==> config.mk <==
export PLATFORM = sky130hd
export DESIGN_NAME = pico_rv_core_p
export DESIGN_NICKNAME = d
export VERILOG_FILES = /design/src/rtl/pico_rv_pkg.sv /design/src/rtl/pico_rv_alu.sv /design/src/rtl/pico_rv_core_p.sv
export SDC_FILE = /design/constraint.sdc
export NUM_CORES = 1
export LEC_CHECK = 0
export ABC_CLOCK_PERIOD_IN_PS = 5270
export BUFFER_PORTS_ARGS = -buffer_cell sky130_fd_sc_hd__buf_2
export CELL_PAD_IN_SITES_DETAIL_PLACEMENT = 1
export CELL_PAD_IN_SITES_GLOBAL_PLACEMENT = 1
export CORE_MARGIN = 2
export CORE_UTILIZATION = 47
export CTS_CLUSTER_DIAMETER = 200
export DETAILED_ROUTE_END_ITERATION = 8
export HOLD_SLACK_MARGIN = 0.03
export PLACE_DENSITY_LB_ADDON = 0.1
export SKIP_LAST_GASP = 1
export SYNTH_ARGS = -nofsm -noshare
export SYNTH_HDL_FRONTEND = slang
export SYNTH_SLANG_ARGS = --single-unit
==> constraint.sdc <==
create_clock -name clk -period 5.27 [get_ports clk]
set_input_delay 0.2635 -clock clk [delete_from_list [all_inputs] [get_ports clk]]
set_output_delay 0.2635 -clock clk [all_outputs]
set_load 0.05 [all_outputs]
==> src/rtl/pico_rv_pkg.sv <==
// Shared definitions for the pico_rv core: opcodes, instruction field positions
// and the sequencer state encoding.
package pico_rv_pkg;

  localparam logic [3:0] OpNop  = 4'h0;
  localparam logic [3:0] OpLdi  = 4'h1;
  localparam logic [3:0] OpAdd  = 4'h2;
  localparam logic [3:0] OpSub  = 4'h3;
  localparam logic [3:0] OpAnd  = 4'h4;
  localparam logic [3:0] OpOr   = 4'h5;
  localparam logic [3:0] OpXor  = 4'h6;
  localparam logic [3:0] OpShr  = 4'h7;
  localparam logic [3:0] OpBeqz = 4'h8;
  localparam logic [3:0] OpJmp  = 4'h9;
  localparam logic [3:0] OpIn   = 4'hA;
  localparam logic [3:0] OpOut  = 4'hB;
  localparam logic [3:0] OpIllC = 4'hC;
  localparam logic [3:0] OpIllD = 4'hD;
  localparam logic [3:0] OpIllE = 4'hE;
  localparam logic [3:0] OpHalt = 4'hF;

  localparam int unsigned OpMsb  = 15;
  localparam int unsigned OpLsb  = 12;
  localparam int unsigned RdMsb  = 11;
  localparam int unsigned RdLsb  = 9;
  localparam int unsigned RsMsb  = 8;
  localparam int unsigned RsLsb  = 6;
  localparam int unsigned RtMsb  = 5;
  localparam int unsigned RtLsb  = 3;
  localparam int unsigned ImmMsb = 7;
  localparam int unsigned OffMsb = 5;
  localparam int unsigned TgtMsb = 11;

  typedef enum logic [1:0] {
    StFetch,
    StExec,
    StPause,
    StHalt
  } state_e;

  // Opcodes whose result goes through the ALU and updates alu_result.
  function automatic logic is_alu_op(logic [3:0] op);
    return (op >= OpAdd) && (op <= OpShr);
  endfunction

endpackage

==> src/rtl/pico_rv_alu.sv <==
// Combinational ALU for the pico_rv core; yields zero for non-ALU opcodes.
module pico_rv_alu
  import pico_rv_pkg::*;
#(
  parameter int unsigned DATA_W = 8
) (
  input  logic [3:0]        op,
  input  logic [DATA_W-1:0] a,
  input  logic [DATA_W-1:0] b,
  output logic [DATA_W-1:0] result
);

  always_comb begin
    result = '0;
    case (op)
      OpAdd:   result = a + b;
      OpSub:   result = a - b;
      OpAnd:   result = a & b;
      OpOr:    result = a | b;
      OpXor:   result = a ^ b;
      OpShr:   result = a >> 1;
      default: result = '0;
    endcase
  end

endmodule

==> src/rtl/pico_rv_core_p.sv <==
// Multi-cycle 16-bit-instruction core with fetch handshake, single-step pause,
// HALT state and illegal-opcode flagging.
module pico_rv_core_p
  import pico_rv_pkg::*;
#(
  parameter int unsigned DATA_W = 8,
  parameter int unsigned PC_W   = 8
) (
  input  logic              clk,
  input  logic              rst,
  output logic              imem_req,
  output logic [PC_W-1:0]   imem_addr,
  input  logic              imem_ack,
  input  logic [15:0]       imem_data,
  input  logic [DATA_W-1:0] in_port,
  output logic [DATA_W-1:0] out_port,
  input  logic              step_en,
  input  logic              step,
  output logic [PC_W-1:0]   pc,
  output logic              instr_valid,
  output logic              branch_taken,
  output logic [DATA_W-1:0] alu_result,
  output logic              illegal_op,
  output logic              halted
);

  state_e            state_q, state_d;
  logic [PC_W-1:0]   pc_q, pc_d;
  logic [15:0]       ir_q, ir_d;
  logic              imem_req_q, imem_req_d;
  logic              instr_valid_q, instr_valid_d;
  logic              branch_q, branch_d;
  logic              illegal_q, illegal_d;
  logic [DATA_W-1:0] alu_q, alu_d;
  logic [DATA_W-1:0] out_q, out_d;
  logic [DATA_W-1:0] rf_q [8];
  logic              rf_we;
  logic [DATA_W-1:0] rf_wdata;

  logic [3:0]        op;
  logic [2:0]        rd, rs, rt;
  logic [7:0]        imm8;
  logic [5:0]        off6;
  logic [11:0]       tgt;
  logic [DATA_W-1:0] rs_val, rt_val, alu_out;
  logic [15:0]       br_sum;

  assign op   = ir_q[OpMsb:OpLsb];
  assign rd   = ir_q[RdMsb:RdLsb];
  assign rs   = ir_q[RsMsb:RsLsb];
  assign rt   = ir_q[RtMsb:RtLsb];
  assign imm8 = ir_q[ImmMsb:0];
  assign off6 = ir_q[OffMsb:0];
  assign tgt  = ir_q[TgtMsb:0];

  // rf_q[0] is never written, so it always reads back as zero.
  assign rs_val = rf_q[rs];
  assign rt_val = rf_q[rt];

  // Branch target computed wide, then truncated so it wraps modulo 2^PC_W.
  assign br_sum = 16'(pc_q) + 16'd1 + {{10{off6[5]}}, off6};

  pico_rv_alu #(
    .DATA_W(DATA_W)
  ) u_alu (
    .op    (op),
    .a     (rs_val),
    .b     (rt_val),
    .result(alu_out)
  );

  always_comb begin
    state_d       = state_q;
    pc_d          = pc_q;
    ir_d          = ir_q;
    instr_valid_d = 1'b0;
    branch_d      = 1'b0;
    illegal_d     = 1'b0;
    alu_d         = alu_q;
    out_d         = out_q;
    rf_we         = 1'b0;
    rf_wdata      = alu_out;

    unique case (state_q)
      StFetch: begin
        if (imem_req_q && imem_ack) begin
          ir_d    = imem_data;
          state_d = StExec;
        end
      end
      StExec: begin
        instr_valid_d = 1'b1;
        pc_d          = pc_q + PC_W'(1);
        if (is_alu_op(op)) begin
          rf_we = 1'b1;
          alu_d = alu_out;
        end
        case (op)
          OpLdi: begin
            rf_we    = 1'b1;
            rf_wdata = DATA_W'(imm8);
          end
          OpBeqz: begin
            if (rs_val == '0) begin
              pc_d     = PC_W'(br_sum);
              branch_d = 1'b1;
            end
          end
          OpJmp: begin
            pc_d     = PC_W'(tgt);
            branch_d = 1'b1;
          end
          OpIn: begin
            rf_we    = 1'b1;
            rf_wdata = in_port;
          end
          OpOut:                  out_d     = rs_val;
          OpIllC, OpIllD, OpIllE: illegal_d = 1'b1;
          default: ;
        endcase
        if (op == OpHalt) begin
          state_d = StHalt;
        end else if (step_en) begin
          state_d = StPause;
        end else begin
          state_d = StFetch;
        end
      end
      StPause: begin
        if (step || !step_en) begin
          state_d = StFetch;
        end
      end
      StHalt:  state_d = StHalt;
      default: state_d = StFetch;
    endcase

    // Registered request: low during reset and in its first cycle after release.
    imem_req_d = (state_d == StFetch);
  end

  always_ff @(posedge clk or posedge rst) begin
    if (rst) begin
      state_q       <= StFetch;
      pc_q          <= '0;
      ir_q          <= '0;
      imem_req_q    <= 1'b0;
      instr_valid_q <= 1'b0;
      branch_q      <= 1'b0;
      illegal_q     <= 1'b0;
      alu_q         <= '0;
      out_q         <= '0;
      for (int i = 0; i < 8; i++) begin
        rf_q[i] <= '0;
      end
    end else begin
      state_q       <= state_d;
      pc_q          <= pc_d;
      ir_q          <= ir_d;
      imem_req_q    <= imem_req_d;
      instr_valid_q <= instr_valid_d;
      branch_q      <= branch_d;
      illegal_q     <= illegal_d;
      alu_q         <= alu_d;
      out_q         <= out_d;
      if (rf_we && (rd != 3'd0)) begin
        rf_q[rd] <= rf_wdata;
      end
    end
  end

  assign imem_req     = imem_req_q;
  assign imem_addr    = pc_q;
  assign pc           = pc_q;
  assign instr_valid  = instr_valid_q;
  assign branch_taken = branch_q;
  assign illegal_op   = illegal_q;
  assign alu_result   = alu_q;
  assign out_port     = out_q;
  assign halted       = (state_q == StHalt);

endmodule

==> results of run 1 <==
worst reg2reg max path: cells and delay by family (launching register included):
family / cells / cell delay [ns]
DFF: 1 / 0.85
adders and majority gates: 2 / 0.62
xor gates and xnor gates: 1 / 0.12
and+or+nand+nor: 3 / 0.40
AOI/OAI and AO/OA: 6 / 1.69
muxes: 2 / 0.93
registers in the layout, indices dropped and copies added, names as in the netlist:
register	count
imem_req	1
illegal_op	1
out_port	8
instr_valid	1
rf_q	64
imem_addr	8
branch_taken	1
ir_q	16
state_q	2
alu_result	8
cell families after synthesis:
logic type / after synthesis / synth area share, %
and+or+nand+nor: 219 / 13.81
AOI/OAI and AO/OA: 156 / 12.77
DFF: 110 / 38.76
buffers and inverters: 92 / 5.743
muxes: 83 / 20.24
adders and majority gates: 34 / 6.202
xor gates and xnor gates: 20 / 2.466
stage by stage:
stage                     cells  utilization (%)  total power, mW  hold WS, ns
after detailed placement    923            51.44           0.8943       0.3891
after global placement      923            51.44           0.8927       0.3775
after CTS                   939            53.52            1.615      0.09950
final                       939            53.52            1.603      0.07251
after global routing        939            53.52            1.649       0.1164
after floorplan             714                -           0.8756       0.3803
final timing paths:
check                      slack [ns]         start       endpoint  depth (start not counted)
min in group clk                 0.11  imem_data[9]        ir_q[9]                          3
min reg2reg                      0.40      rf_q[62]       rf_q[62]                          0
min                              0.07           rst       ir_q[11]                          2
max in group asynchronous        4.10           rst  alu_result[0]                          3
max                              0.51       ir_q[5]        rf_q[5]                         14
max reg2reg                      0.51       ir_q[5]        rf_q[5]                         14
cells in the mapped netlist, types with 8 or more instances:
| library cell | count | area share, % |
|---|---|---|
| o21ai_1 | 20 | 1.4 |
| a21oi_1 | 55 | 3.9 |
| mux2i_1 | 14 | 2.0 |
| inv_1 | 32 | 1.7 |
| mux2_2 | 22 | 3.5 |
| o21ai_0 | 34 | 2.4 |
| nand2_1 | 66 | 3.5 |
| mux4_2 | 37 | 12 |
| nor3_1 | 14 | 0.99 |
| buf_4 | 8 | 0.85 |
| clkbuf_1 | 33 | 1.7 |
| xnor2_1 | 16 | 2.0 |
| dfrtp_1 | 110 | 39 |
| ha_1 | 32 | 5.6 |
| nor2_1 | 95 | 5.0 |
| a31oi_1 | 10 | 0.88 |
power breakdown:
group,internal [mW],leakage [nW],switching [mW],total [mW]
clock network,0.377,0.150,0.351,0.727
logic,0.0103,2.11,0.0225,0.0328
registers,0.843,1.21,0,0.843
routing by layer:
metal	track usage (%)	vias up	wire length, um
met2	44.12	108	9929
met1	36.33	2881	9208
li1	-	2600	-
met4	7.369	0	378
met3	5.272	23	943
met5	0	-	0
area by class of cell:
cell class	instances	area, um^2
sequential	110	2753
inverter	36	137.6
timing repair buffer	81	445.4
clock buffer	9	225.2
tap	184	230.2
fill	1671	6807
clock inverter	7	78.83
multi-input combinational	512	3968
==> reports/results.tsv, run 1 <==
stage	metric	value	unit
critical_path	cp_slowest_cell	dfrtp_1	
finish	final_common_cell	dfrtp_1	
die	die_x	126.9	um
timing	tightest_slew	1.151	ns
clocking	cts_tree	built	
clocking	root_buffer	clkbuf_16	
critical_path	worstSetupPathType	flop to flop	
logic_synthesis	yosys_warnings	0	
critical_path	critPathBufInv	0	
place	portBuffers	65	
timing	period_needed	4.759	ns
grt	grt_use_total	26.76	%
clocking	ctsHoldBuffers	0	
routing	totalWireLength	20460	um
die	io_pins	66	
clocking	post_cts_buffers	0	
place	placedInstanceArea	7533	um^2
critical_path	critical_path.startpoint_type	flop	
routing	vias_per_cell	5.977	
timing	hold_violations	0	
timing	fin_ws	0.5110	ns
timing	drv_slew	0	
critical_path	crit_path_end_kind	flop	
finish	area_growth	10.36	%
logic_synthesis	synth_fp_nets	777	
timing	rsz0062_at_grt	false	
finish	num-nets-final	813	
critical_path	crit_top_cell	a21oi_1	
timing	period_share	90.30	%
timing	setup_tns	0	ns
clocking	cts_buffers	9	
die	std_cell_rows	44	
pwr	p_per_area	204.6	nW/um^2
finish	antenna-diode-count	0	
logic_synthesis	synth.distinct_cells	60	
min_path	hp-class	primary input to asynchronous set/reset pin	
clocking	htreeDepth	3	
logic_synthesis	synth_cells	714	
clocking	clock_sinks	110	
logic_synthesis	synth_area_per_cell	9.947	um^2
routing	dr_total_vias	5612	
die	die_y	126.9	um
critical_path	cp_max_fo	15	
timing	fmax	210.1	MHz
grt	overflow	0	
routing	drcViolationCount	0	
clocking	insertion_delay	0.37	ns
run	maxCapViolCount	0	
timing	finalSetupViolations	0	
grt	grt_first_pass_wirelength	33530	um
logic_synthesis	synth_ff_type	dfrtp_1	
grt	grt_pass1_vias	5943	
die	die-area	16110	um^2
finish	layout-drive-gt1-share	23.18	%
logic_synthesis	synthesis.area	7102	um^2
place	hpwl	15040	um
grt	grt_max_degree	71	
clocking	cts_resized	0	
grt	grt_antenna_before_repair	0	
place	post-place-ws	0.5893	ns
logic_synthesis	ys_ff_latch	110	
critical_path	worst_path_largest_cell_delay	0.85	ns
routing	firstDrtPassIters	6	
pwr	p_leak	3.468	nW
critical_path	worstPathArrival	4.97	ns
routing	drt_first_iter_violations	430	
timing	fin_worst_skew	0.01170	ns
routing	wl_per_cell	21.79	um
critical_path	critical-path-top-delay-family	compound AO/OA/AOI/OAI gates	
die	start_util	48.50	%
routing	ant_nets	0	
logic_synthesis	ys_seq_area_share	38.76	%
clocking	clock_path_buffers	2	
status	outcome	finished, final reports clean	
timing	relSlewSlack	22.04	%
critical_path	crit_path_cell_trace	mux4_2 -> mux2i_1 -> ha_1 -> nor2b_1 -> nor2_1 -> xnor2_1 -> ha_1 -> and3_1 -> a21oi_1 -> a31o_2 -> a21oi_1 -> a311o_1 -> a21oi_1 -> o21ai_0	
logic_synthesis	ys_async_sr_fraction	100.0	%
finish	mostFrequentLayoutCells	dfrtp_1 (110), nor2_1 (95), nand2_1 (66)	
die	core_region_area	14640	um^2
place	gpl.final_weighted_congestion	0.9125	
logic_synthesis	synth_edf_count	0	
pwr	vdd_ir_drop_max	179.9	uV
clocking	clk_pin_slew	0.08	ns
finish	fin_area	7838	um^2
critical_path	required	5.48	ns
No activity file was read; power rests on OpenSTA's default activity.
==> run 2, diff against run 1 <==
Settings changed: GPL_TIMING_DRIVEN from default to 0.
==> run 2 against run 1 <==
- sequential power about the same
- sequential cell count stayed put
- utilization up 1.3 points
- wire length grew 9.8%
- global-route usage is 2.0 points higher
- critical path type unchanged
- largest cell class unchanged
- highest routed layer unchanged
==> reports/results.tsv, run 2 (synthesis gave the netlist of run 1 again) <==
stage	metric	value	unit	change
timing	fmax	204.9	MHz	was 210.1 MHz
clocking	post_cts_buffers	0		unchanged
grt	grt_first_pass_wirelength	35340	um	was 33530 um
clocking	cts_buffers	9		unchanged
finish	regMostFlops	rf_q		unchanged
routing	ant_nets	0		unchanged
pwr	switchingPower	0.3681	mW	was 0.3733 mW
timing	fin_worst_skew	0.008721	ns	was 0.01170 ns
min_path	hp-class	primary input to flop		was primary input to asynchronous set/reset pin
finish	largestRegisters	rf_q: 64 flops, ir_q: 16 flops		unchanged
clocking	clock_path_buffers	2		unchanged
critical_path	required	5.48	ns	about the same
status	outcome	finished, final reports clean		unchanged
timing	relSlewSlack	5.073	%	was 22.04%
finish	utilization	54.78	%	was 53.52%
finish	mostFrequentLayoutCells	dfrtp_1 (109), nor2_1 (95), buf_2 (71)		was dfrtp_1 (110), nor2_1 (95), nand2_1 (66)
timing	rsz0062_at_grt	false		unchanged
die	die-area	16110	um^2	unchanged
place	dp_cells	964		was 923
grt	grt_antenna_before_repair	0		unchanged
clocking	cts_tree	built		unchanged
routing	wl_per_cell	22.92	um	was 21.79 um
finish	layoutNonFillerInstCount	980		was 939
routing	totalWireLength	22460	um	was 20460 um
clocking	clk_pin_slew	0.08	ns	about the same
pwr	p_per_area	193.6	nW/um^2	was 204.6 nW/um^2
pwr	p_leak	3.540	nW	was 3.468 nW
critical_path	cp_slowest_cell	mux4_2		was dfrtp_1
finish	num-nets-final	854		was 813
place	gpl.final_weighted_congestion	0.9016		was 0.9125
die	start_util	48.50	%	unchanged
grt	grt_pass1_vias	6395		was 5943
pwr	p_sw_share	23.70	%	was 23.29%
pwr	power_frac_seq	54.3	%	was 52.6%
timing	period_needed	4.880	ns	was 4.759 ns
timing	drv_slew	0		unchanged
routing	vias_per_cell	6.145		was 5.977
die	core_region_area	14640	um^2	unchanged
die	io_pins	66		unchanged
grt	overflow	0		unchanged
critical_path	cp_max_fo	10		was 15
clocking	insertion_delay	0.36	ns	was 0.37 ns
critical_path	crit_path_cell_trace	clkbuf_4 -> clkbuf_4 -> mux4_2 -> mux2i_1 -> ha_1 -> nor2b_1 -> nor2_1 -> xnor2_1 -> ha_1 -> and3_1 -> a21oi_1 -> a31o_2 -> a21oi_1 -> a311o_1 -> a21oi_2 -> o21ai_0		was mux4_2 -> mux2i_1 -> ha_1 -> nor2b_1 -> nor2_1 -> xnor2_1 -> ha_1 -> and3_1 -> a21oi_1 -> a31o_2 -> a21oi_1 -> a311o_1 -> a21oi_1 -> o21ai_0
timing	whs	0.1044	ns	was 0.07251 ns
die	std_cell_rows	44		unchanged
grt	grt_use_total	28.78	%	was 26.76%
die	die_y	126.9	um	unchanged
routing	firstDrtPassIters	5		was 6
critical_path	crit_path_end_kind	flop		unchanged
timing	finalSetupViolations	0		unchanged
clocking	root_buffer	clkbuf_16		unchanged
timing	tightest_slew	1.413	ns	was 1.151 ns
grt	grt_max_degree	72		was 71
finish	final_common_cell	dfrtp_1		unchanged
die	die_x	126.9	um	unchanged
place	portBuffers	65		unchanged
routing	drt_first_iter_violations	437		was 430
pwr	vdd_ir_drop_max	173.0	uV	was 179.9 uV
timing	hold_violations	0		unchanged
routing	drcViolationCount	0		unchanged
critical_path	critical_path.startpoint_type	flop		unchanged
timing	period_share	92.60	%	was 90.30%
critical_path	worst_path_largest_cell_delay	0.53	ns	was 0.85 ns
finish	antenna-diode-count	0		unchanged
critical_path	r2r-start	ir_q[5]		unchanged
critical_path	setup.worst_path.start	ir_q[5]		unchanged
finish	area_growth	12.97	%	was 10.36%
pwr	internal_power	1.185	mW	was 1.230 mW
clocking	clock_sinks	110		unchanged
clocking	htreeDepth	3		unchanged
finish	layout-drive-gt1-share	22.86	%	was 23.18%
finish	largest_register_ffs	64		unchanged
pwr	p_clk_share	43.4	%	was 45.4%
min_path	holdCritStartpoint	imem_data[1]		
critical_path	worstSetupPathType	flop to flop		unchanged
place	hpwl	16690	um	was 15040 um
run	maxCapViolCount	0		unchanged
critical_path	worstPathArrival	5.09	ns	was 4.97 ns
routing	dr_total_vias	6022		was 5612
pwr	combPwrFrac	2.4	%	was 2.0%
-- run 2: cell count changes in the layout (fill, tap and decap cells not counted), moves of 2 or more --
| cell | delta |
|---|---|
| clkinv_4 | +2 |
| clkbuf_4 | +3 |
| buf_2 | +6 |
| buf_4 | -8 |
| a21oi_1 | -2 |
| clkbuf_1 | +31 |
| buf_1 | +6 |
-- run 2: what timing repair did --
action | CTS | global route
setup endpoints to repair | 38 | 29
resized for setup | 5 | 8
hold buffers | 1 | 0
hold endpoints to repair | 39 | 0
-- run 2: metal layers --
metal | wire length [um] | share of wire [%] | vias up | GRT usage, %
met4 | 414 | 1.8 | 0 | 7.886
li1 | - | - | 2675 | -
met3 | 866 | 3.9 | 36 | 4.175
met1 | 9766 | 43 | 3151 | 38.07
met5 | 0 | 0 | - | 0
met2 | 11420 | 51 | 160 | 49.75
-- run 2: cell type report --
cell class	instances	area, um^2
clock inverters	6	51.30
plain buffers	55	279.0
clock buffers	10	229.0
fillers	1667	6621
inverters	36	137.6
multi-input cells	512	3979
well taps	184	230.2
flip-flops and latches	110	2754
repair buffers	67	362.8
-- run 2: path summary, 6_finish.rpt --
check	endpoint	slack [ns]	cells after the start
max	rf_q[5]	0.39	16
max in group asynchronous	out_port[3]	4.02	4
min in group asynchronous	ir_q[11]	0.50	3
max reg2reg	rf_q[5]	0.39	16
min	ir_q[1]	0.10	3
min reg2reg	rf_q[60]	0.49	1
-- run 2: critical path, delay by kind of cell (launching register included) --
family / cells / cell delay [ns]
flip-flops: 1 / 0.50
XOR/XNOR: 1 / 0.25
adder cells (fa/ha/maj): 2 / 0.63
AO/OA/AOI/OAI: 6 / 1.45
buffers and inverters: 2 / 0.62
AND/OR/NAND/NOR: 3 / 0.40
multiplexers: 2 / 0.86
-- run 2: through the flow --
stage	setup WS, ns	instance area (um^2)	TNS [ns]	total power [mW]
6_report	0.3902	8023	0	1.553
4_1_cts	0.02476	8003	0	1.564
3_5_place_dp	-0.7480	7700	-15.74	0.8964
3_3_place_gp	-0.5180	7657	-9.033	0.8927
5_1_grt	0.1244	8023	0	1.605
2_1_floorplan	0.8082	7102	0	0.8756
-- run 2: power by group through the flow --
stage,clock network (mW),logic [mW],registers (mW)
floorplan,0,0.0154,0.860
global route,0.721,0.0409,0.843
detailed placement,0,0.0364,0.860
finish,0.674,0.0365,0.843
global placement,0,0.0324,0.860
CTS,0.683,0.0374,0.843
==> run 3, diff against run 2 <==
Settings changed: CTS_BUF_LIST from default to sky130_fd_sc_hd__clkbuf_16.
==> run 3 against run 2 <==
- via count about the same
- largest cell class unchanged
- global-route usage unchanged
- largest power group unchanged
- combinational power about the same
==> reports/results.tsv, run 3 (synthesis gave the netlist of run 1 again) <==
stage	metric	value	unit	change
routing	vias_per_cell	6.146		was 6.145
routing	drcViolationCount	0		unchanged
timing	setup_tns	0	ns	unchanged
clocking	post_cts_buffers	0		unchanged
finish	largestRegisters	rf_q: 64 flops, ir_q: 16 flops		unchanged
die	die_y	126.9	um	unchanged
critical_path	crit_path_end_kind	flop		unchanged
finish	antenna-diode-count	0		unchanged
critical_path	worstPathArrival	5.09	ns	about the same
routing	totalWireLength	22470	um	was 22460 um
finish	fin_area	8023	um^2	unchanged
clocking	cts_buffers	9		unchanged
place	hpwl	16690	um	unchanged
die	core_region_area	14640	um^2	unchanged
pwr	p_leak	3.544	nW	was 3.540 nW
clocking	insertion_delay	0.36	ns	about the same
grt	overflow	0		unchanged
place	placedInstanceArea	7700	um^2	unchanged
critical_path	cp_max_fo	10		unchanged
finish	area_growth	12.97	%	unchanged
timing	fin_worst_skew	0.008725	ns	was 0.008721 ns
pwr	p_per_area	193.4	nW/um^2	was 193.6 nW/um^2
grt	grt_max_degree	72		unchanged
grt	grt_use_total	28.78	%	unchanged
die	std_cell_rows	44		unchanged
finish	mostFrequentLayoutCells	dfrtp_1 (109), nor2_1 (95), buf_2 (71)		unchanged
clocking	clock_path_buffers	2		unchanged
routing	ant_nets	0		unchanged
timing	period_needed	4.882	ns	was 4.880 ns
critical_path	required	5.48	ns	about the same
run	maxCapViolCount	0		unchanged
clocking	htreeDepth	3		unchanged
place	gpl.final_weighted_congestion	0.9016		unchanged
clocking	cts_tree	built		unchanged
place	portBuffers	65		unchanged
critical_path	critical_path.startpoint_type	flop		unchanged
min_path	hp-class	primary input to flop		unchanged
grt	grt_pass1_vias	6395		unchanged
timing	finalSetupViolations	0		unchanged
finish	layout-drive-gt1-share	22.86	%	unchanged
timing	tightest_slew	1.403	ns	was 1.413 ns
grt	grt_antenna_before_repair	0		unchanged
finish	regMostFlops	rf_q		unchanged
pwr	vdd_ir_drop_max	173.2	uV	was 173.0 uV
status	outcome	finished, final reports clean		unchanged
timing	rsz0062_at_grt	false		unchanged
timing	fin_ws	0.3881	ns	was 0.3902 ns
timing	drv_slew	0		unchanged
die	start_util	48.50	%	unchanged
timing	period_share	92.63	%	was 92.60%
die	die-area	16110	um^2	unchanged
timing	relSlewSlack	5.747	%	was 5.073%
finish	final_common_cell	dfrtp_1		unchanged
clocking	root_buffer	clkbuf_16		unchanged
routing	drt_first_iter_violations	437		unchanged
die	die_x	126.9	um	unchanged
routing	firstDrtPassIters	5		unchanged
place	post-place-ws	-0.7480	ns	unchanged
routing	dr_total_vias	6023		was 6022
finish	num-nets-final	854		unchanged
clocking	clock_sinks	110		unchanged
clocking	clk_pin_slew	0.08	ns	about the same
timing	fmax	204.8	MHz	was 204.9 MHz
pwr	design_power_total	1.551	mW	was 1.553 mW
grt	grt_first_pass_wirelength	35340	um	unchanged
routing	wl_per_cell	22.92	um	about the same
finish	largest_register_ffs	64		unchanged
timing	hold_violations	0		unchanged
die	io_pins	66		unchanged
critical_path	worstSetupPathType	flop to flop		unchanged
## run 3: worst paths after layout
path	startpoint	endpoint	slack, ns	depth (start not counted)
min in group asynchronous	rst	ir_q[11]	0.50	3
setup / recovery	ir_q[5]	rf_q[5]	0.39	16
hold / removal	imem_data[1]	ir_q[1]	0.10	3
setup reg to reg	ir_q[5]	rf_q[5]	0.39	16
hold reg to reg	rf_q[60]	rf_q[60]	0.49	1
max in group asynchronous	rst	out_port[4]	4.02	4
## run 3: critical path, stage by stage, from the launching register on
cell and delay (ns):
dfrtp_2 0.50, clkbuf_4 0.31, clkbuf_4 0.31, mux4_2 0.53, mux2i_1 0.33, ha_1 0.30
nor2b_1 0.15, nor2_1 0.06, xnor2_1 0.25, ha_1 0.33, and3_1 0.19, a21oi_1 0.27
a31o_2 0.20, a21oi_1 0.07, a311o_1 0.35, a21oi_2 0.36, o21ai_0 0.20
## run 3: metrics by stage
| step | util (%) | hold slack (ns) | cells |
|---|---|---|---|
| finish | 54.78 | 0.1044 | 980 |
| global route | 54.78 | 0.1222 | 980 |
| CTS | 54.65 | 0.09876 | 980 |
| detailed placement | 52.58 | 0.3593 | 964 |
| global placement | 52.29 | 0.4645 | 963 |
| floorplan | - | 0.3803 | 714 |
## run 3: layout make-up
cell class | count | area, um^2
plain buffers | 55 | 279.0
repair buffers | 67 | 362.8
well taps | 184 | 230.2
clock inverters | 7 | 55.05
clock buffers | 9 | 225.2
flip-flops and latches | 110 | 2754
inverters | 36 | 137.6
multi-input cells | 512 | 3979
fillers | 1667 | 6621
## run 3: layer usage
layer  routed length (um)  vias up  track usage [%]
met1                 9752     3144            38.07
met3                  882       39            4.175
met5                    0        -                0
met4                  429        0            7.886
met2                11400      165            49.75
li1                     -     2675                -
## run 3: timing repair
| item | 4_1_cts | 5_1_grt |
|---|---|---|
| endpoints found under the hold margin | 39 | 0 |
| hold buffers | 1 | 0 |
| resized for setup | 5 | 8 |
| setup endpoints to repair | 38 | 29 |
## run 3: where the power goes
part           switching, mW  internal (mW)
combinational         0.0241         0.0124
clock                  0.344          0.328
sequential                 0          0.843
